### src/rtl/scp_079_staged_pkg.sv
// Shared definitions for the staged SCP-079 intrusion FSM.
// Holds the externally visible state codes used by the FSM, its interface and the bench.
package scp_079_staged_pkg;

   localparam logic [2:0] ST_LAY_LOW = 3'd0;
   localparam logic [2:0] ST_CHEAT   = 3'd1;
   localparam logic [2:0] ST_ATTACK  = 3'd2;
   localparam logic [2:0] ST_FAIL    = 3'd4;
   localparam logic [2:0] ST_CONNECT = 3'd5;

   // Width needed to hold the values 0..n
   function automatic int unsigned count_w(input int unsigned n);
      return (n < 1) ? 1 : $clog2(n + 1);
   endfunction

endpackage

### src/rtl/scp_079_staged_if.sv
// Alert/status bundle between the alert-light decoder (master) and the FSM (slave).
// Inputs: green, yellow, red, restart.
// Status: state, level, timer, stage_mask, cheat_out, connected, failed, cheat_cnt.
interface scp_079_staged_if #(
   parameter int unsigned STAGES     = 3,
   parameter int unsigned TW         = 6,
   parameter int unsigned MAX_CHEATS = 0
);
   import scp_079_staged_pkg::*;

   localparam int unsigned LW = count_w(STAGES);
   localparam int unsigned CW = count_w(MAX_CHEATS + 1);

   logic              green;
   logic              yellow;
   logic              red;
   logic              restart;
   logic [2:0]        state;
   logic [LW-1:0]     level;
   logic [TW-1:0]     timer;
   logic [STAGES-1:0] stage_mask;
   logic              cheat_out;
   logic              connected;
   logic              failed;
   logic [CW-1:0]     cheat_cnt;

   modport master (
      output green, yellow, red, restart,
      input  state, level, timer, stage_mask, cheat_out, connected, failed, cheat_cnt
   );

   modport slave (
      input  green, yellow, red, restart,
      output state, level, timer, stage_mask, cheat_out, connected, failed, cheat_cnt
   );

endinterface

### src/rtl/scp_079_staged_dwell_timer.sv
// Saturating dwell counter: counts cycles in the current state/level, never wraps.
// Ports: clock, reset_n (async, active-low), clear (sync), count.
module scp_079_staged_dwell_timer #(
   parameter int unsigned TW = 6
) (
   input  logic          clock,
   input  logic          reset_n,
   input  logic          clear,
   output logic [TW-1:0] count
);

   always_ff @(posedge clock or negedge reset_n) begin
      if (!reset_n)          count <= '0;
      else if (clear)        count <= '0;
      else if (count != '1)  count <= count + TW'(1);
   end

endmodule

### src/rtl/scp_079_staged.sv
// Staged SCP-079 intrusion FSM: walks an N-stage attack ladder from green/yellow/red alerts,
// with per-level dwell thresholds, a cheat (evade) window, bounded retries and restart.
// Ports: clock, reset_n (async, active-low), bus (slave side of scp_079_staged_if).
module scp_079_staged
   import scp_079_staged_pkg::*;
#(
   parameter int unsigned             STAGES     = 3,
   parameter int unsigned             TW         = 6,
   parameter logic [STAGES*TW-1:0]    STAGE_T    = {6'd9, 6'd20, 6'd35},
   parameter int unsigned             CHEAT_T    = 25,
   parameter int unsigned             MAX_CHEATS = 0,
   parameter bit                      CHEAT_KEEP = 1'b0
) (
   input  logic           clock,
   input  logic           reset_n,
   scp_079_staged_if.slave bus
);

   localparam int unsigned LW = count_w(STAGES);
   localparam int unsigned CW = count_w(MAX_CHEATS + 1);

   logic [2:0]        state_q, state_d;
   logic [LW-1:0]     level_q, level_d, saved_q, saved_d, back_lvl;
   logic [CW-1:0]     cnt_q, cnt_d;
   logic [CW:0]       cnt_inc;
   logic [STAGES-1:0] mask_q, mask_d;
   logic              cheat_q, conn_q, fail_q;
   logic [TW-1:0]     timer;
   logic [TW-1:0]     thr;
   logic              cheat_done;
   logic              go_red, go_yel, go_grn;

   // Priority-resolved alert conditions
   assign go_red = bus.red;
   assign go_yel = bus.yellow & ~bus.red;
   assign go_grn = bus.green & ~bus.yellow & ~bus.red;

   // Dwell threshold of the current level
   always_comb begin
      thr = '0;
      for (int k = 0; k < int'(STAGES); k++)
         if (level_q == LW'(k)) thr = STAGE_T[k*TW +: TW];
   end

   // Saturation covers windows that do not fit in the timer
   assign cheat_done = (timer == '1) || (32'(timer) >= CHEAT_T);
   assign cnt_inc    = {1'b0, cnt_q} + (CW+1)'(1);
   assign back_lvl   = CHEAT_KEEP ? saved_q : '0;

   // State register
   always_ff @(posedge clock or negedge reset_n) begin
      if (!reset_n) state_q <= ST_LAY_LOW;
      else          state_q <= state_d;
   end

   // Next state, level, saved level and cheat count
   always_comb begin
      state_d = state_q;
      level_d = level_q;
      saved_d = saved_q;
      cnt_d   = cnt_q;
      case (state_q)
         ST_LAY_LOW, ST_ATTACK: begin
            if (go_red) begin
               saved_d = level_q;
               cnt_d   = cnt_inc[CW] ? cnt_q : cnt_inc[CW-1:0];
               if (MAX_CHEATS != 0 && 32'(cnt_inc) > MAX_CHEATS) state_d = ST_FAIL;
               else                                              state_d = ST_CHEAT;
            end else if (go_yel && level_q != '0) begin
               level_d = level_q - LW'(1);
               state_d = (level_d == '0) ? ST_LAY_LOW : ST_ATTACK;
            end else if (go_grn && timer >= thr) begin
               level_d = level_q + LW'(1);
               state_d = (32'(level_q) + 1 == STAGES) ? ST_CONNECT : ST_ATTACK;
            end
         end
         ST_CHEAT: begin
            if (cheat_done) begin
               if (go_red) begin
                  state_d = ST_FAIL;
               end else begin
                  level_d = back_lvl;
                  state_d = (back_lvl == '0) ? ST_LAY_LOW : ST_ATTACK;
               end
            end
         end
         ST_FAIL, ST_CONNECT: begin
            if (bus.restart) begin
               state_d = ST_LAY_LOW;
               level_d = '0;
               cnt_d   = '0;
            end
         end
         default: begin
            state_d = ST_LAY_LOW;
            level_d = '0;
         end
      endcase
   end

   // Thermometer code of the next level
   always_comb begin
      mask_d = '0;
      for (int i = 0; i < int'(STAGES); i++)
         mask_d[i] = (32'(level_d) > i);
   end

   // Registered status outputs
   always_ff @(posedge clock or negedge reset_n) begin
      if (!reset_n) begin
         level_q <= '0;
         saved_q <= '0;
         cnt_q   <= '0;
         mask_q  <= '0;
         cheat_q <= 1'b0;
         conn_q  <= 1'b0;
         fail_q  <= 1'b0;
      end else begin
         level_q <= level_d;
         saved_q <= saved_d;
         cnt_q   <= cnt_d;
         mask_q  <= mask_d;
         cheat_q <= (state_d == ST_CHEAT);
         conn_q  <= (state_d == ST_CONNECT);
         fail_q  <= (state_d == ST_FAIL);
      end
   end

   // Timer restarts on any state or level change
   scp_079_staged_dwell_timer #(.TW(TW)) u_timer (
      .clock   (clock),
      .reset_n (reset_n),
      .clear   ((state_d != state_q) || (level_d != level_q)),
      .count   (timer)
   );

   assign bus.state      = state_q;
   assign bus.level      = level_q;
   assign bus.timer      = timer;
   assign bus.stage_mask = mask_q;
   assign bus.cheat_out  = cheat_q;
   assign bus.connected  = conn_q;
   assign bus.failed     = fail_q;
   assign bus.cheat_cnt  = cnt_q;

endmodule

### src/flat_wrapper.sv
// flat-port wrapper written by rule: the top's interface ports become plain ports
module scp_079_staged_flat import scp_079_staged_pkg::*;
#(
   parameter int unsigned             STAGES     = 3,
   parameter int unsigned             TW         = 6,
   parameter logic [STAGES*TW-1:0]    STAGE_T    = {6'd9, 6'd20, 6'd35},
   parameter int unsigned             CHEAT_T    = 25,
   parameter int unsigned             MAX_CHEATS = 0,
   parameter bit                      CHEAT_KEEP = 1'b0
)
  (clock, reset_n, bus_green, bus_yellow, bus_red, bus_restart, bus_state, bus_level, bus_timer, bus_stage_mask, bus_cheat_out, bus_connected, bus_failed, bus_cheat_cnt);
  scp_079_staged_if #(.STAGES(STAGES), .TW(TW), .MAX_CHEATS(MAX_CHEATS)) bus_i ();
  input  logic clock;
  input  logic reset_n;
  input wire logic [$bits(bus_i.green)-1:0] bus_green;
  input wire logic [$bits(bus_i.yellow)-1:0] bus_yellow;
  input wire logic [$bits(bus_i.red)-1:0] bus_red;
  input wire logic [$bits(bus_i.restart)-1:0] bus_restart;
  output wire logic [$bits(bus_i.state)-1:0] bus_state;
  output wire logic [$bits(bus_i.level)-1:0] bus_level;
  output wire logic [$bits(bus_i.timer)-1:0] bus_timer;
  output wire logic [$bits(bus_i.stage_mask)-1:0] bus_stage_mask;
  output wire logic [$bits(bus_i.cheat_out)-1:0] bus_cheat_out;
  output wire logic [$bits(bus_i.connected)-1:0] bus_connected;
  output wire logic [$bits(bus_i.failed)-1:0] bus_failed;
  output wire logic [$bits(bus_i.cheat_cnt)-1:0] bus_cheat_cnt;
  assign bus_i.green = bus_green;
  assign bus_i.yellow = bus_yellow;
  assign bus_i.red = bus_red;
  assign bus_i.restart = bus_restart;
  assign bus_state = bus_i.state;
  assign bus_level = bus_i.level;
  assign bus_timer = bus_i.timer;
  assign bus_stage_mask = bus_i.stage_mask;
  assign bus_cheat_out = bus_i.cheat_out;
  assign bus_connected = bus_i.connected;
  assign bus_failed = bus_i.failed;
  assign bus_cheat_cnt = bus_i.cheat_cnt;
  scp_079_staged #(.STAGES(STAGES), .TW(TW), .STAGE_T(STAGE_T), .CHEAT_T(CHEAT_T), .MAX_CHEATS(MAX_CHEATS), .CHEAT_KEEP(CHEAT_KEEP)) u_core (.clock(clock), .reset_n(reset_n), .bus(bus_i));
endmodule
### config.mk
export PLATFORM = sky130hd
export DESIGN_NAME = scp_079_staged_flat
export DESIGN_NICKNAME = d
export VERILOG_FILES = /design/src/rtl/scp_079_staged_pkg.sv /design/src/rtl/scp_079_staged_if.sv /design/src/rtl/scp_079_staged_dwell_timer.sv /design/src/rtl/scp_079_staged.sv /design/src/flat_wrapper.sv
export SDC_FILE = /design/constraint.sdc
export NUM_CORES = 1
export LEC_CHECK = 0
export CORE_UTILIZATION = 43
export DETAILED_ROUTE_END_ITERATION = 8
export PLACE_DENSITY = 0.65
export SYNTH_ARGS = -nofsm -noshare
export SYNTH_HDL_FRONTEND = slang
export SYNTH_SLANG_ARGS = --single-unit
### constraint.sdc
create_clock -name clock -period 6.83 [get_ports clock]
set_clock_uncertainty 0.1 [all_clocks]
set_input_delay 1.0245 -clock clock [delete_from_list [all_inputs] [get_ports clock]]
set_output_delay 1.0245 -clock clock [all_outputs]
set_load 0.03 [all_outputs]
==> flow_summary.yaml <==
clock_network:
  cts_tree: "yes"
  cts_max_path_buffers: 2
  clk_pin_slew_worst_paths_ns: 0.10
  numCtsBuffers: 3
  holdBufCountCts: 0
  ctsResizeCount: 0
  htree_levels: 1
  clkLatencyLatePin_ns: 0.29
  cts_setup_buffers: 0
  cts_root_buffer: "clkbuf_4"
  cts_sinks: 18
drt:
  drt_iter0_drc: 60
  vias_per_cell: 5.66
  final_antenna_net_count: 0
  wirelength_microns: 3220
  wl_per_cell_microns: 15.1
  vias: 1206
  first_pass_iters: 4
  drc_errors: 0
worst_setup_path:
  reg2regPathDepth: 9
  max_stage_delay_ns: 0.66
  crit_required_ns: 6.90
  worst_setup_path_start_kind: "input port"
  reg2reg_from: "u_core.bus.level[0]$_DFF_PN0_"
  critPathCaptureType: "register"
  r2r_end: "u_core.u_timer.count[1]$_DFFE_PN0P_"
  worst-path-max-fanout: 13
  r2r_slack_ns: 4.10
  worstSetupPathType: "in2reg"
  cp_common_cell: "nor4_1"
  crit_path_cell_trace: "clkdlybuf4s50_1, or3b_1, nor4_1, a21oi_1, o22ai_2, nor4_1"
  critPathTopFamily: "simple AND/OR/NAND/NOR gates"
  crit_slowest_cell: "clkdlybuf4s50_1"
  cp_data_arrival_time_ns: 2.99
  critPathBufInv: 1
synth:
  synth.most_common_cell: "dfrtp_1"
  synth-seq-cells: 18
  syn_area_per_cell_sq_um: 9.54
  synth_common_cells: "dfrtp_1, inv_1, ha_1, nor2_1"
  synth.top_cell.area_share_pct: 32.3
  yosysWarningCount: 0
  yosys_most_used_dff: "dfrtp_1"
  synth_area_sq_um: 1390
  synthDistinctLibCells: 47
  synth_edf_count: 0
  synth_seq_area_share_pct: 32.3
  synth_async_sr_flop_share_pct: 100
  synth_nets: 166
  yosys.area.top_type: "dfrtp_1"
  synth_area_leaders: "dfrtp_1, ha_1, inv_1"
  synth_cells: 146
floorplanning:
  dieWidth_microns: 58.9
  die_h_microns: 58.9
  pin_count: 24
  rows: 20
  start_util_pct: 45.6
  dieArea_sq_um: 3470
  coreArea_sq_um: 3050
layout:
  fill_cells: 295
  areaGrowthSynthToFinish_pct: 20.8
  nets: 190
  antenna_cells: 0
  drive_above_1_share_pct: 13.0
global_routing:
  grt_most_used_layer: "met2"
  use_met2_pct: 31.8
  grt_remaining_overflow: 0
  met3_usage_pct: 3.08
  grtUsageMet1_pct: 30.5
  grt_start_max_net_pins: 19
  antenna_found_initial: 0
  grt_first_pass_wirelength_microns: 5520
  grt_usage_pct: 21.1
  grt_pass1_vias: 1140
power_and_ir_drop:
  p_per_area_nw_per_um2: 451
  power_switching_uw: 380
  p_total_uw: 759
  seqPwrFrac_pct: 26.6
  ir_drop_v: 0.000210
  p_int_uw: 379
  p_leak_nw: 0.733
  power_frac_clock_pct: 8.5
  swShare_pct: 50.1
  pwr-share-comb_pct: 64.9
sta:
  tightest_slew_ns: 0.789
  tns_ns: 0
  rsz0062_at_grt: "no"
  hold_viol_final: 0
  finalSetupViolations: 0
  period_needed_ns: 2.92
  final_max_slew_viol_count: 0
  maxSlewHeadroom_pct: 47.2
  fin_crit_sh_pct: 42.7
  clock.fmax_mhz: 343
placement:
  gp_congestion: 1.00
  port-buffer-count: 23
  hpwl_microns: 2480
min_path:
  hold_depth: 2
  hp-class: "reg2reg"
  hold-path-endpoint: "u_core.bus.cheat_cnt$_DFFE_PN0P_"
  min_from: "u_core.bus.cheat_cnt$_DFFE_PN0P_"
run:
  drv_cap: 0
run_status:
  status: "finished clean"
[routing by layer]
metal,vias up,share of wire (%)
li1,589,-
met1,577,48
met2,36,46
met3,4,4.9
met4,0,0.93
met5,-,0
[worst max-delay path by stage]
stage	start	to	slack (ns)	cells after the start
2_1_floorplan	u_core.bus.level[0]$_DFF_PN0_	u_core.u_timer.count[0]$_DFFE_PN0P_	4.32	9
3_3_place_gp	bus_red	u_core.u_timer.count[5]$_DFFE_PN0P_	3.70	6
3_5_place_dp	bus_red	u_core.bus.stage_mask[0]$_DFF_PN0_	3.63	6
4_1_cts	bus_red	u_core.u_timer.count[0]$_DFFE_PN0P_	3.95	6
5_1_grt	bus_red	u_core.u_timer.count[1]$_DFFE_PN0P_	3.79	6
6_report	bus_red	u_core.u_timer.count[1]$_DFFE_PN0P_	3.91	6
[tightest hold or removal path, delay by kind of cell, from the launching register on]
| family | cells | cell delay [ns] |
|---|---|---|
| flops | 1 | 0.39 |
| compound gates | 2 | 0.16 |
[layout by cell type (no fill, tap or decap), drive strengths merged, types with 5 or more instances in the layout]
cell	count
dfrtp	18
and3	5
o21ai	7
inv	17
nor2	9
nor4	8
clkdlybuf4s50	23
a21oi	10
ha	14
nand2	7
nand3	6
[cell families (layout without fill, tap and decap cells)]
kind of cell / after synthesis / after routing / share of synthesized area, %
AND/OR/NAND/NOR: 48 / 48 / 20.8
multiplexers: 1 / 1 / 0.719
XOR/XNOR: 1 / 1 / 0.629
buffers and inverters: 21 / 44 / 6.92
AO/OA/AOI/OAI: 43 / 43 / 26.0
flip-flops: 18 / 18 / 32.3
adder cells (fa/ha/maj): 14 / 14 / 12.6
[layout make-up]
class                      count  area (sq um)  share of cell area (%)
multi-input combinational    107           846                    50.3
tap                           44          55.1                    3.27
timing repair buffer          23           230                    13.7
clock buffer                   4          36.3                    2.16
inverter                      17          63.8                    3.79
sequential                    18           450                    26.8
[stage by stage]
stage                     std cells  utilization [%]  hold WS, ns  setup slack (ns)  instance area [sq um]
after floorplan                 146                -        0.600              4.32                   1390
after global placement          209             53.9        0.443              3.70                   1650
after detailed placement        209             53.9        0.467              3.63                   1650
after CTS                       213             55.1        0.496              3.95                   1680
after global routing            213             55.1        0.553              3.79                   1680
final                           213             55.1        0.479              3.91                   1680
[power groups by stage]
stage	Sequential (mW)	Combinational (mW)	Clock, mW
finish	0.202	0.493	0.0642
CTS	0.201	0.495	0.0671
detailed placement	0.203	0.492	0
global route	0.209	0.545	0.0718
global placement	0.201	0.477	0
floorplan	0.253	0.296	0
[registers in the layout, indices dropped and copies added, names as in the netlist]
| register | cells |
|---|---|
| u_core.bus.failed | 1 |
| u_core.bus.cheat_cnt | 1 |
| u_core.bus.connected | 1 |
| u_core.u_timer.count | 6 |
| u_core.bus.level | 2 |
| u_core.bus.stage_mask | 3 |
| u_core.bus.cheat_out | 1 |
| u_core.bus.state | 3 |
No activity file was read; power rests on OpenSTA's default activity.
